==> config.mk <==
export PLATFORM = sky130hd
export DESIGN_NAME = add32_arbiter
export DESIGN_NICKNAME = d
export VERILOG_FILES = /design/src/rtl/add32_arb_pkg.sv /design/src/rtl/add32_arbiter_add32.sv /design/src/rtl/add32_arbiter.sv
export SDC_FILE = /design/constraint.sdc
export NUM_CORES = 1
export LEC_CHECK = 0
export ABC_AREA = 0
export BUFFER_PORTS_ARGS = -buffer_cell sky130_fd_sc_hd__buf_4
export CELL_PAD_IN_SITES_DETAIL_PLACEMENT = 1
export CELL_PAD_IN_SITES_GLOBAL_PLACEMENT = 2
export CORE_AREA = 5 5 111 113
export DETAILED_ROUTE_END_ITERATION = 10
export DIE_AREA = 0 0 116 118
export HOLD_SLACK_MARGIN = 0.08
export PLACE_DENSITY = 0.88
export SLEW_MARGIN = 20
export SYNTH_ARGS = -nofsm -noshare
export SYNTH_HDL_FRONTEND = slang
export SYNTH_SLANG_ARGS = --single-unit
==> constraint.sdc <==
create_clock -name clk -period 21 [get_ports clk]
set_clock_uncertainty 0.2 [all_clocks]
set_input_delay 2.1 -clock clk [delete_from_list [all_inputs] [get_ports clk]]
set_output_delay 2.1 -clock clk [all_outputs]
set_load 0.02 [all_outputs]
==> src/rtl/add32_arb_pkg.sv <==
// Shared types and constants for the two-requester adder arbiter.
package add32_arb_pkg;

    localparam int N_REQ  = 2;
    localparam int DATA_W = 32;

    typedef enum logic {
        EMPTY = 1'b0,
        FULL  = 1'b1
    } state_t;

endpackage

==> src/rtl/add32_arbiter_add32.sv <==
// Plain 32-bit ripple-carry adder; purely combinational, shared by both requesters.
module add32
    import add32_arb_pkg::*;
(
    input  logic [DATA_W-1:0] a,
    input  logic [DATA_W-1:0] b,
    input  logic              cin,
    output logic [DATA_W-1:0] sum,
    output logic              cout
);

    // Carry ripples bit by bit from cin to cout.
    always_comb begin
        logic c;
        c   = cin;
        sum = '0;
        for (int i = 0; i < DATA_W; i++) begin
            sum[i] = a[i] ^ b[i] ^ c;
            c      = (a[i] & b[i]) | (c & (a[i] ^ b[i]));
        end
        cout = c;
    end

endmodule

==> src/rtl/add32_arbiter.sv <==
// Two requesters share one adder; a single result register with valid/ready
// on the response side. RR_EN=1 alternates under contention, RR_EN=0 favours req0.
//
// state | meaning
// EMPTY | result register holds nothing, resp_valid low
// FULL  | result register holds an unconsumed result, resp_valid high
module add32_arbiter
    import add32_arb_pkg::*;
#(
    parameter int RR_EN = 1
) (
    input  logic              clk,
    input  logic              reset,
    input  logic              req0_valid,
    output logic              req0_ready,
    input  logic [DATA_W-1:0] req0_a,
    input  logic [DATA_W-1:0] req0_b,
    input  logic              req0_cin,
    input  logic              req1_valid,
    output logic              req1_ready,
    input  logic [DATA_W-1:0] req1_a,
    input  logic [DATA_W-1:0] req1_b,
    input  logic              req1_cin,
    output logic              resp_valid,
    input  logic              resp_ready,
    output logic [DATA_W-1:0] resp_sum,
    output logic              resp_cout,
    output logic              resp_id
);

    state_t             state;
    logic               last_grant;
    logic [N_REQ-1:0]   valids;
    logic               grant;
    logic               accept;
    logic               fire;
    logic [DATA_W-1:0]  mux_a;
    logic [DATA_W-1:0]  mux_b;
    logic               mux_cin;
    logic [DATA_W-1:0]  add_sum;
    logic               add_cout;

    assign valids = {req1_valid, req0_valid};

    // Pick the winner from the valids only; operands never influence the grant.
    always_comb begin
        grant = 1'b0;
        if (&valids) begin
            grant = (RR_EN != 0) ? ~last_grant : 1'b0;
        end else if (valids[1]) begin
            grant = 1'b1;
        end
    end

    // Register can take a new result when empty or when its content leaves this cycle.
    // Reset gates the readys so nothing is offered while the block is held.
    always_comb begin
        accept     = !reset && ((state == EMPTY) || resp_ready);
        req0_ready = accept && valids[0] && !grant;
        req1_ready = accept && valids[1] && grant;
        fire       = req0_ready || req1_ready;
    end

    // Operand mux steered by the grant.
    always_comb begin
        mux_a   = grant ? req1_a   : req0_a;
        mux_b   = grant ? req1_b   : req0_b;
        mux_cin = grant ? req1_cin : req0_cin;
    end

    add32 u_add32 (
        .a    (mux_a),
        .b    (mux_b),
        .cin  (mux_cin),
        .sum  (add_sum),
        .cout (add_cout)
    );

    // State, arbitration history and result register.
    // last_grant resets to 1 so requester 0 wins the first contended grant.
    always_ff @(posedge clk or posedge reset) begin
        if (reset) begin
            state      <= EMPTY;
            last_grant <= 1'b1;
            resp_sum   <= '0;
            resp_cout  <= 1'b0;
            resp_id    <= 1'b0;
        end else if (fire) begin
            state      <= FULL;
            last_grant <= grant;
            resp_sum   <= add_sum;
            resp_cout  <= add_cout;
            resp_id    <= grant;
        end else if ((state == FULL) && resp_ready) begin
            state <= EMPTY;
        end
    end

    assign resp_valid = (state == FULL);

endmodule

==> summary.md, run 1 <==
| Metric | Value |
|---|---|
| CTS tree | `built` |
| Max cap viols | `0` |
| Tcrit/Tclk final | `82.3%` |
| HP Start | `resp_id` |
| Clk_lat worst skew | `0.27 ns` |
| F_max | `57.9 MHz` |
| Remaining Overflow, GRT | `0` |
| CP max FO | `33` |
| RSZ-0062 raised after global routing | `false` |
| Final max-slew violation count | `0` |
| Row cnt | `39` |
| Pin count of the biggest net entering global routing | `42` |
| CP max stage delay | `0.50 ns` |
| CP arrival | `17.23 ns` |
| IO buf count | `171` |
| CTS Buffer Depth | `2` |
| Worst vdd ir | `0.0337 mV` |
| Layout net count | `559` |
| I/O pin count | `172` |
| Full die area | `13,700 sq um` |
| Hold depth | `1` |
| Most frequent cell on the critical path | `fa_1` |
| Root Buffer | `clkbuf_16` |
| RR Startpoint | `last_grant` |
| Hpwl dp | `7420 um` |
| Synth Area per Inst | `12.9 sq um` |
| Mapped Nets | `389` |
| Critical path's slowest cell | `fa_1` |
| Worst-path clk slew | `0.06 ns` |
| Mapped Cells | `222` |
| Initial antenna violation count | `0` |
| Yosys warnings | `0` |
| Yosys cell types | `19` |
| Vias/cell | `4.34` |
| # diodes | `0` |
| Synth-to-Final Area Change | `53.0%` |
| Core area | `11,200 sq um` |
| Vias in the first global route | `2,811` |
| WL/cell | `16.0 um` |
| Setup Viol. Count Final | `0` |
| Worst R2R End | `resp_sum[31]` |
| Synth Cell Area | `2870 sq um` |
| Crit end category | `flop` |
| Setup repair bufs after CTS | `0` |
| Total GRT Usage | `12.6%` |
| Leakage power | `2.21 nW` |
| Required time of the critical path | `20.95 ns` |
| Flops & latches, synth | `36` |
| Initial Util | `25.5%` |
| Final Hold Fails | `0` |
| Die H | `118 um` |
| Post-synthesis sequential area ratio | `31.5%` |
| Worst slew margin | `42.1%` |
| Final core utilization | `39.1%` |
| 1st-pass router iterations | `4` |
| Outcome | `complete, no violations` |
| Pwr dens | `94.7 nW/um^2` |
| WL final | `8570 um` |
| Final Wtd Congestion | `0.738` |
| Die W | `116 um` |
| Antenna Nets Post-Route | `0` |
| Setup TNS | `0 ns` |
| Worst Hold Endpoint | `resp_id` |
| Startpoint class of the critical path | `primary input` |
| Post-CTS sizing | `0` |
| Vias post-DR | `2,324` |
| Clock sinks | `36` |
| Global-route wire length before repair | `13,700 um` |
| Cells after DPL | `528` |
| Setup slack, reg-to-reg | `5.33 ns` |
| CTS H-tree depth | `2` |
| DR iter-0 viols | `21` |
| Min Tclk post-route | `17.27 ns` |
| FILL cells | `1,280` |
| Design Power | `0.000415 W` |
| Hold buffers post-CTS | `0` |
| Share of cells above drive strength 1 | `48.9%` |
| Reg2reg path depth | `39` |
| Post-route DRC violation count | `0` |
| WS Path Type | `in -> reg` |
| CTS Buf Count | `5` |
| Final non-filler cell total | `536` |
| Actual slew at the worst max-slew pin | `0.867 ns` |
| Worst hold path type | `reg -> reg` |
report_power, final:
group          total (W)  switching (W)  internal (W)
Sequential      0.000121      0.0000182      0.000103
Combinational   0.000216       0.000114      0.000102
Clock          0.0000778      0.0000273     0.0000505
Total           0.000415       0.000160      0.000255
layout make-up:
class                           count  area, sq um  share of cell area (%)
Clock buffer                        8          156                    3.57
Inverter                           34          128                    2.91
Multi-Input combinational cell    141         1710                    39.1
Sequential cell                    36          902                    20.6
Tap cell                          143          179                    4.08
Timing Repair Buffer              174         1310                    29.8
synth_stat cells (all sizes together):
library cell  number  area, sq um
a21boi             1         11.3
a21o               1         7.51
a31oi              1         6.26
a41oi              1         8.76
and3               1         6.26
buf               11          131
dfrtp             35          876
dfstp              1         26.3
fa                32          641
inv               34          128
mux2               7         78.8
mux2i             91          911
nand2b             1         6.26
nand3              1         5.00
nor2               2         7.51
o211a              1         10.0
o21ai              1         5.00
flip-flops by register name, summed over array words and instances, names as in the netlist:
register    cells
last_grant      1
resp_cout       1
resp_id         1
resp_sum       32
resp_valid      1
routing by layer:
metal  track usage, %  part of all wire [%]  vias to the layer above
li1                 -                     -                     1076
met3             3.86                   8.7                        4
met5                0                     0                        -
met4             2.25                  0.74                        0
met1             13.8                    35                     1143
met2             23.7                    55                      101
placed cells by master, fill, tap and decap left out, types with 2 or more instances in the layout:
master,synthesis,layout
dfrtp_1,35,35
nor2_1,2,2
clkbuf_8,0,2
inv_1,34,33
buf_4,2,174
mux2i_1,91,91
mux2_2,7,7
fa_1,32,32
clkbuf_16,0,5
cells by family after synthesis:
logic type / after synthesis / share of synthesized area [%]
buf+inv: 45 / 9.04
mux: 98 / 34.5
simple gates: 5 / 0.874
flops: 36 / 31.5
fa+ha+maj: 32 / 22.4
compound gates: 6 / 1.70
how the worst max path moves through the flow:
stage                     from      endpoint  slack (ns)
floorplan           req1_valid  resp_sum[31]        4.40
global placement    req0_valid  resp_sum[31]        3.65
detailed placement  req0_valid  resp_sum[31]        3.32
CTS                 req0_valid  resp_sum[31]        3.57
global route        req0_valid  resp_sum[31]        3.08
finish              req0_valid  resp_sum[31]        3.73
critical path: cells and delay by family:
| family | cells | cell delay (ns) |
|---|---|---|
| AOI/OAI and AO/OA | 1 | 0.15 |
| adders and majority gates | 32 | 13.68 |
| buffers and inverters | 5 | 0.83 |
| muxes | 2 | 0.46 |
through the flow:
step                      setup WS (ns)  instance area, sq um  hold slack, ns
after floorplan                    4.40                  2870           0.337
after global placement             3.65                  4230           0.267
after detailed placement           3.32                  4230           0.275
after CTS                          3.57                  4380           0.297
after global routing               3.08                  4380           0.327
final                              3.73                  4380           0.286
Note: power is estimated with default switching activity, not from simulation.
==> inputs of run 2 (changes only) <==
- clock period: 21 -> 17.1 ns (I/O delays scaled with it)
==> run 2 against run 1 <==
  * Via count is 0.56% higher
  * Largest power group unchanged
  * Global-route usage about the same
  * Sequential cell count unchanged
  * Design area is 0.23% higher
  * Cell count increased by 0.75%
  * Critical path depth shrank 1
  * Largest cell class unchanged
  * Sequential share of layout area about the same
  * Utilization grew 0.089 points
  * Critical path type unchanged
  * Non-clock buffer count grew 4
  * Clock power up 13%
==> summary.md, run 2 (synthesized netlist as in run 1, its figures left out) <==
| Metric | Value |
|---|---|
| Hold Slack | `0.287 ns` |
| Max reg flops | `32` |
| Total GRT Usage | `12.6%` |
| Vias post-DR | `2,337` |
| CP max FO | `8` |
| Tcrit/Tclk final | `96.0%` |
| Remaining Overflow, GRT | `0` |
| Global-route wire length before repair | `13,800 um` |
| Setup crit end | `resp_sum[31]` |
| WS Path Type | `in -> reg` |
| Initial Util | `25.5%` |
| Pwr dens | `114 nW/um^2` |
| CTS Buffer Depth | `2` |
| Hpwl dp | `7430 um` |
| Full die area | `13,700 sq um` |
| Setup TNS | `0 ns` |
| Layout net count | `563` |
| Crit path launch | `req0_valid` |
| Setup slack, reg-to-reg | `1.86 ns` |
| Startpoint class of the critical path | `primary input` |
| Clk_lat worst skew | `0.27 ns` |
| Root Buffer | `clkbuf_16` |
| Crit end category | `flop` |
| WL/cell | `16.0 um` |
| Antenna Nets Post-Route | `0` |
| Max cap viols | `0` |
| Reg2reg path depth | `38` |
| Row cnt | `39` |
| DR iter-0 viols | `14` |
| Synth-to-Final Area Change | `53.3%` |
| F_max | `60.9 MHz` |
| Pin count of the biggest net entering global routing | `42` |
| Worst R2R End | `resp_sum[31]` |
| Final non-filler cell total | `540` |
| Worst slew margin | `42.2%` |
| CP arrival | `16.37 ns` |
| Required time of the critical path | `17.06 ns` |
| Min Tclk post-route | `16.41 ns` |
| Hold buffers post-CTS | `0` |
| Vias in the first global route | `2,803` |
| Final instance area | `4390 sq um` |
| Biggest register | `resp_sum` |
| Die H | `118 um` |
| Leakage power | `2.22 nW` |
| Die W | `116 um` |
| CTS tree | `built` |
| CTS H-tree depth | `2` |
| Final Hold Fails | `0` |
| Final Wtd Congestion | `0.738` |
| Setup Viol. Count Final | `0` |
| CP max stage delay | `0.50 ns` |
| RR Startpoint | `last_grant` |
| CTS Buf Count | `5` |
| Most frequent cells in the layout | `178 x buf_4, 91 x mux2i_1, 35 x dfrtp_1, 33 x inv_1, 32 x fa_1` |
| Placed Area | `4230 sq um` |
| Most frequent cell on the critical path | `fa_1` |
| Worst vdd ir | `0.0388 mV` |
| Cells after DPL | `529` |
| Critical path's slowest cell | `fa_1` |
| Actual slew at the worst max-slew pin | `0.866 ns` |
| RSZ-0062 raised after global routing | `false` |
| Worst hold path type | `reg -> reg` |
| Most common cell after layout, fill and taps aside | `buf_4` |
| Initial antenna violation count | `0` |
| WL final | `8630 um` |
| Outcome | `complete, no violations` |
| Clock sinks | `36` |
| # diodes | `0` |
| Vias/cell | `4.33` |
| Share of cells above drive strength 1 | `48.9%` |
| IO buf count | `171` |
| I/O pin count | `172` |
| Core area | `11,200 sq um` |
| 1st-pass router iterations | `4` |
| Worst-path clk slew | `0.06 ns` |
| Post-route DRC violation count | `0` |
| Final max-slew violation count | `0` |
-- run 2: cell types whose count changed in the layout (fill, tap and decap cells not counted), sizes merged --
| cell | previous run | this run |
|---|---|---|
| buf | 174 | 178 |
-- run 2: area by class of cell --
cell class                      instances  area, sq um
Tap cell                              143          179
Inverter                               34          128
Fill cell                            1278         6830
Timing Repair Buffer                  178         1340
Multi-Input combinational cell        141         1710
Clock buffer                            8          136
Sequential cell                        36          902
-- run 2: worst min-delay path by stage --
stage | from | to | slack (ns) | depth (start not counted)
2_1_floorplan | last_grant | last_grant | 0.34 | 1
5_1_grt | resp_id | resp_id | 0.32 | 1
3_5_place_dp | resp_id | resp_id | 0.28 | 1
6_report | resp_id | resp_id | 0.29 | 1
3_3_place_gp | resp_id | resp_id | 0.27 | 1
4_1_cts | resp_id | resp_id | 0.29 | 1
-- run 2: per-layer routing --
| metal | global-route usage (%) | wire, um | up-vias |
|---|---|---|---|
| met5 | 0 | 0 | - |
| met4 | 1.96 | 51 | 0 |
| met3 | 4.63 | 876 | 4 |
| met2 | 23.5 | 4680 | 102 |
| met1 | 13.6 | 3030 | 1143 |
| li1 | - | - | 1088 |
-- run 2: repair_timing --
| item | CTS | global route |
|---|---|---|
| setup buffers | 0 | 3 |
| gates resized for setup | 0 | 0 |
| setup endpoints to repair | 0 | 1 |
-- run 2: power by group --
| group | total [W] | internal (W) | switching (W) |
|---|---|---|---|
| combinational | 0.000265 | 0.000126 | 0.000140 |
| clock | 0.0000879 | 0.0000542 | 0.0000337 |
| sequential | 0.000149 | 0.000127 | 0.0000228 |
| total | 0.000503 | 0.000307 | 0.000196 |
-- run 2: worst max-delay path, delay by kind of cell --
kind	cells	cell delay (ns)
buffers and inverters	4	0.37
adders and majority gates	32	13.62
muxes	2	0.42
AOI/OAI and AO/OA	1	0.28
-- run 2: through the flow --
| step | power [W] | setup slack [ns] | util (%) |
|---|---|---|---|
| floorplan | 0.000300 | 0.888 | - |
| global placement | 0.000412 | 0.493 | 37.7 |
| detailed placement | 0.000422 | 0.201 | 37.7 |
| CTS | 0.000514 | 0.475 | 38.9 |
| global route | 0.000545 | 0.0339 | 39.1 |
| finish | 0.000503 | 0.691 | 39.1 |
==> inputs of run 3 (changes only) <==
- ABC_AREA: 0 -> 1
- CORE_AREA: 5 5 111 113 -> 5 5 122 124
- DIE_AREA: 0 0 116 118 -> 0 0 127 129
- PLACE_DENSITY: 0.88 -> 0.87
==> run 3 against run 2 <==
  * Die area rose by 20%
  * Power fell by 2.2%
  * Sequential share of layout area fell by 1.9 points
  * Wire length rose by 31%
  * Synthesized area rose by 16%
  * Critical path type unchanged
  * Largest cell class unchanged
==> summary.md, run 3 <==
| Metric | Value |
|---|---|
| Cells after DPL | `709` |
| Final Wtd Congestion | `0.781` |
| IO buf count | `171` |
| Cell taking the most area after synthesis | `dfrtp_1` |
| Placed Area | `4680 sq um` |
| CP bufs+invs | `4` |
| Post-route DRC violation count | `0` |
| Mapped Nets | `543` |
| Initial antenna violation count | `0` |
| Post-CTS sizing | `0` |
| Startpoint class of the critical path | `primary input` |
| Worst-path clk slew | `0.06 ns` |
| CP max stage delay | `0.48 ns` |
| Hold buffers post-CTS | `0` |
| Flops & latches, synth | `36` |
| Global-route wire length before repair | `17,900 um` |
| F_max | `61.8 MHz` |
| Outcome | `complete, no violations` |
| Crit end category | `flop` |
| Remaining Overflow, GRT | `0` |
| CP arrival | `16.15 ns` |
| Die H | `129 um` |
| Yosys warnings | `0` |
| Global routing usage on met3 | `4.03%` |
| Final non-filler cell total | `717` |
| Busiest layer in global routing | `met2` |
| Root Buffer | `clkbuf_16` |
| M1 GR Usage | `16.8%` |
| Pwr dens | `102 nW/um^2` |
| Share of cells above drive strength 1 | `46.4%` |
| I/O pin count | `172` |
| Tcrit/Tclk final | `94.7%` |
| Main synth FF type | `dfrtp_1` |
| Row cnt | `43` |
| Worst Hold Endpoint | `resp_id` |
| Max cap viols | `0` |
| Setup slack, reg-to-reg | `1.92 ns` |
| Final Hold Fails | `0` |
| Setup TNS | `0 ns` |
| Required time of the critical path | `17.06 ns` |
| Leakage power | `2.46 nW` |
| Actual slew at the worst max-slew pin | `0.899 ns` |
| RSZ-0062 raised after global routing | `false` |
| Final core utilization | `35.4%` |
| Die W | `127 um` |
| WL/cell | `15.8 um` |
| Clk_lat worst skew | `0.28 ns` |
| Critical path's slowest cell | `fa_1` |
| DR iter-0 viols | `101` |
| CTS tree | `built` |
| Hold depth | `2` |
| Most common cell after layout, fill and taps aside | `buf_4` |
| Biggest register | `resp_sum` |
| HP Start | `resp_id` |
| CP top delay family | `adder cells` |
| Yosys cell types | `20` |
| Top-area cell type share of the netlist area | `26.3%` |
| Min Tclk post-route | `16.19 ns` |
| WS Path Type | `in -> reg` |
| Mapped Cells | `376` |
| Setup Viol. Count Final | `0` |
| Final max-slew violation count | `0` |
| # diodes | `0` |
| Worst slew margin | `39.9%` |
| Synth async-reset ratio | `100%` |
| Post-synthesis sequential area ratio | `27.0%` |
| Worst hold path type | `reg -> reg` |
| Worst R2R End | `resp_sum[31]` |
| Hold Slack | `0.272 ns` |
| Met2 Use GR | `24.3%` |
| Core area | `13,700 sq um` |
| Clock sinks | `36` |
| Vias in the first global route | `3,479` |
| Hpwl dp | `9330 um` |
| CP max FO | `20` |
| Vias/cell | `4.28` |
| Area contributors post-synth | `dfrtp_1 26%, fa_1 19%, or2_1 10%` |
| Pin count of the biggest net entering global routing | `39` |
| Synth Area per Inst | `8.87 sq um` |
| RR Startpoint | `last_grant` |
| Vias post-DR | `3,070` |
| WL final | `11,300 um` |
| Post-synth EDFFs | `0` |
| Layout net count | `703` |
| Worst vdd ir | `0.0330 mV` |
| Most frequent cells in the layout | `176 x buf_4, 83 x nand2_1, 55 x or2_1, 35 x dfrtp_1, 34 x inv_1` |
| Full die area | `16,400 sq um` |
| Antenna Nets Post-Route | `0` |
| Most frequent cell on the critical path | `fa_1` |
| Top cells by count, synth | `83 x nand2_1, 55 x or2_1, 35 x dfrtp_1, 35 x inv_1, 32 x fa_1` |
| CTS H-tree depth | `2` |
| Total GRT Usage | `13.8%` |
| CTS Buf Count | `5` |
| Max reg flops | `32` |
| Synth-to-Final Area Change | `45.0%` |
| Initial Util | `24.4%` |
| Synth Cell Area | `3340 sq um` |
| Most common cell in the netlist | `nand2_1` |
| Final instance area | `4840 sq um` |
| CTS Buffer Depth | `2` |
| 1st-pass router iterations | `4` |
| Setup repair bufs after CTS | `0` |
| Reg2reg path depth | `41` |
-- run 3: through the flow --
stage	total power, W	setup WS, ns
floorplan	0.000296	1.07
global placement	0.000400	0.687
global route	0.000537	0.284
finish	0.000492	0.907
detailed placement	0.000408	0.502
CTS	0.000504	0.774
-- run 3: area by class of cell --
type	instances	area, sq um
sequential	36	902
tap	180	225
clock buffer	8	146
fill	1614	8830
timing repair buffer	176	1320
multi-input combinational	279	2100
inverter	38	143
-- run 3: worst max-delay path by stage --
stage,cells after the start,from,slack (ns),to
global route,42,req0_valid,0.28,resp_sum[31]
floorplan,42,req0_valid,1.07,resp_sum[31]
detailed placement,42,req0_valid,0.50,resp_sum[31]
finish,42,req0_valid,0.91,resp_sum[31]
global placement,42,req0_valid,0.69,resp_sum[31]
CTS,42,req0_valid,0.77,resp_sum[31]
-- run 3: worst min-delay path: cells and delay by family (launching register included) --
kind	cells	cell delay, ns
and+or+nand+nor	2	0.10
DFF	1	0.34
-- run 3: kinds of logic after synthesis --
| logic type | Yosys count | share of synthesized area [%] |
|---|---|---|
| buffers and inverters | 61 | 10.2 |
| AO/OA/AOI/OAI | 63 | 13.2 |
| AND/OR/NAND/NOR | 184 | 30.3 |
| flip-flops | 36 | 27.0 |
| adder cells (fa/ha/maj) | 32 | 19.2 |
-- run 3: power by group --
part | switching [W] | internal, W
Sequential | 0.0000236 | 0.000118
Combinational | 0.000143 | 0.000115
Clock | 0.0000351 | 0.0000582
Total | 0.000201 | 0.000290
-- run 3: routing by layer --
layer	routed length (um)	vias up
met5	0	-
met4	70	0
met3	863	4
met2	5640	100
met1	4750	1477
li1	-	1489
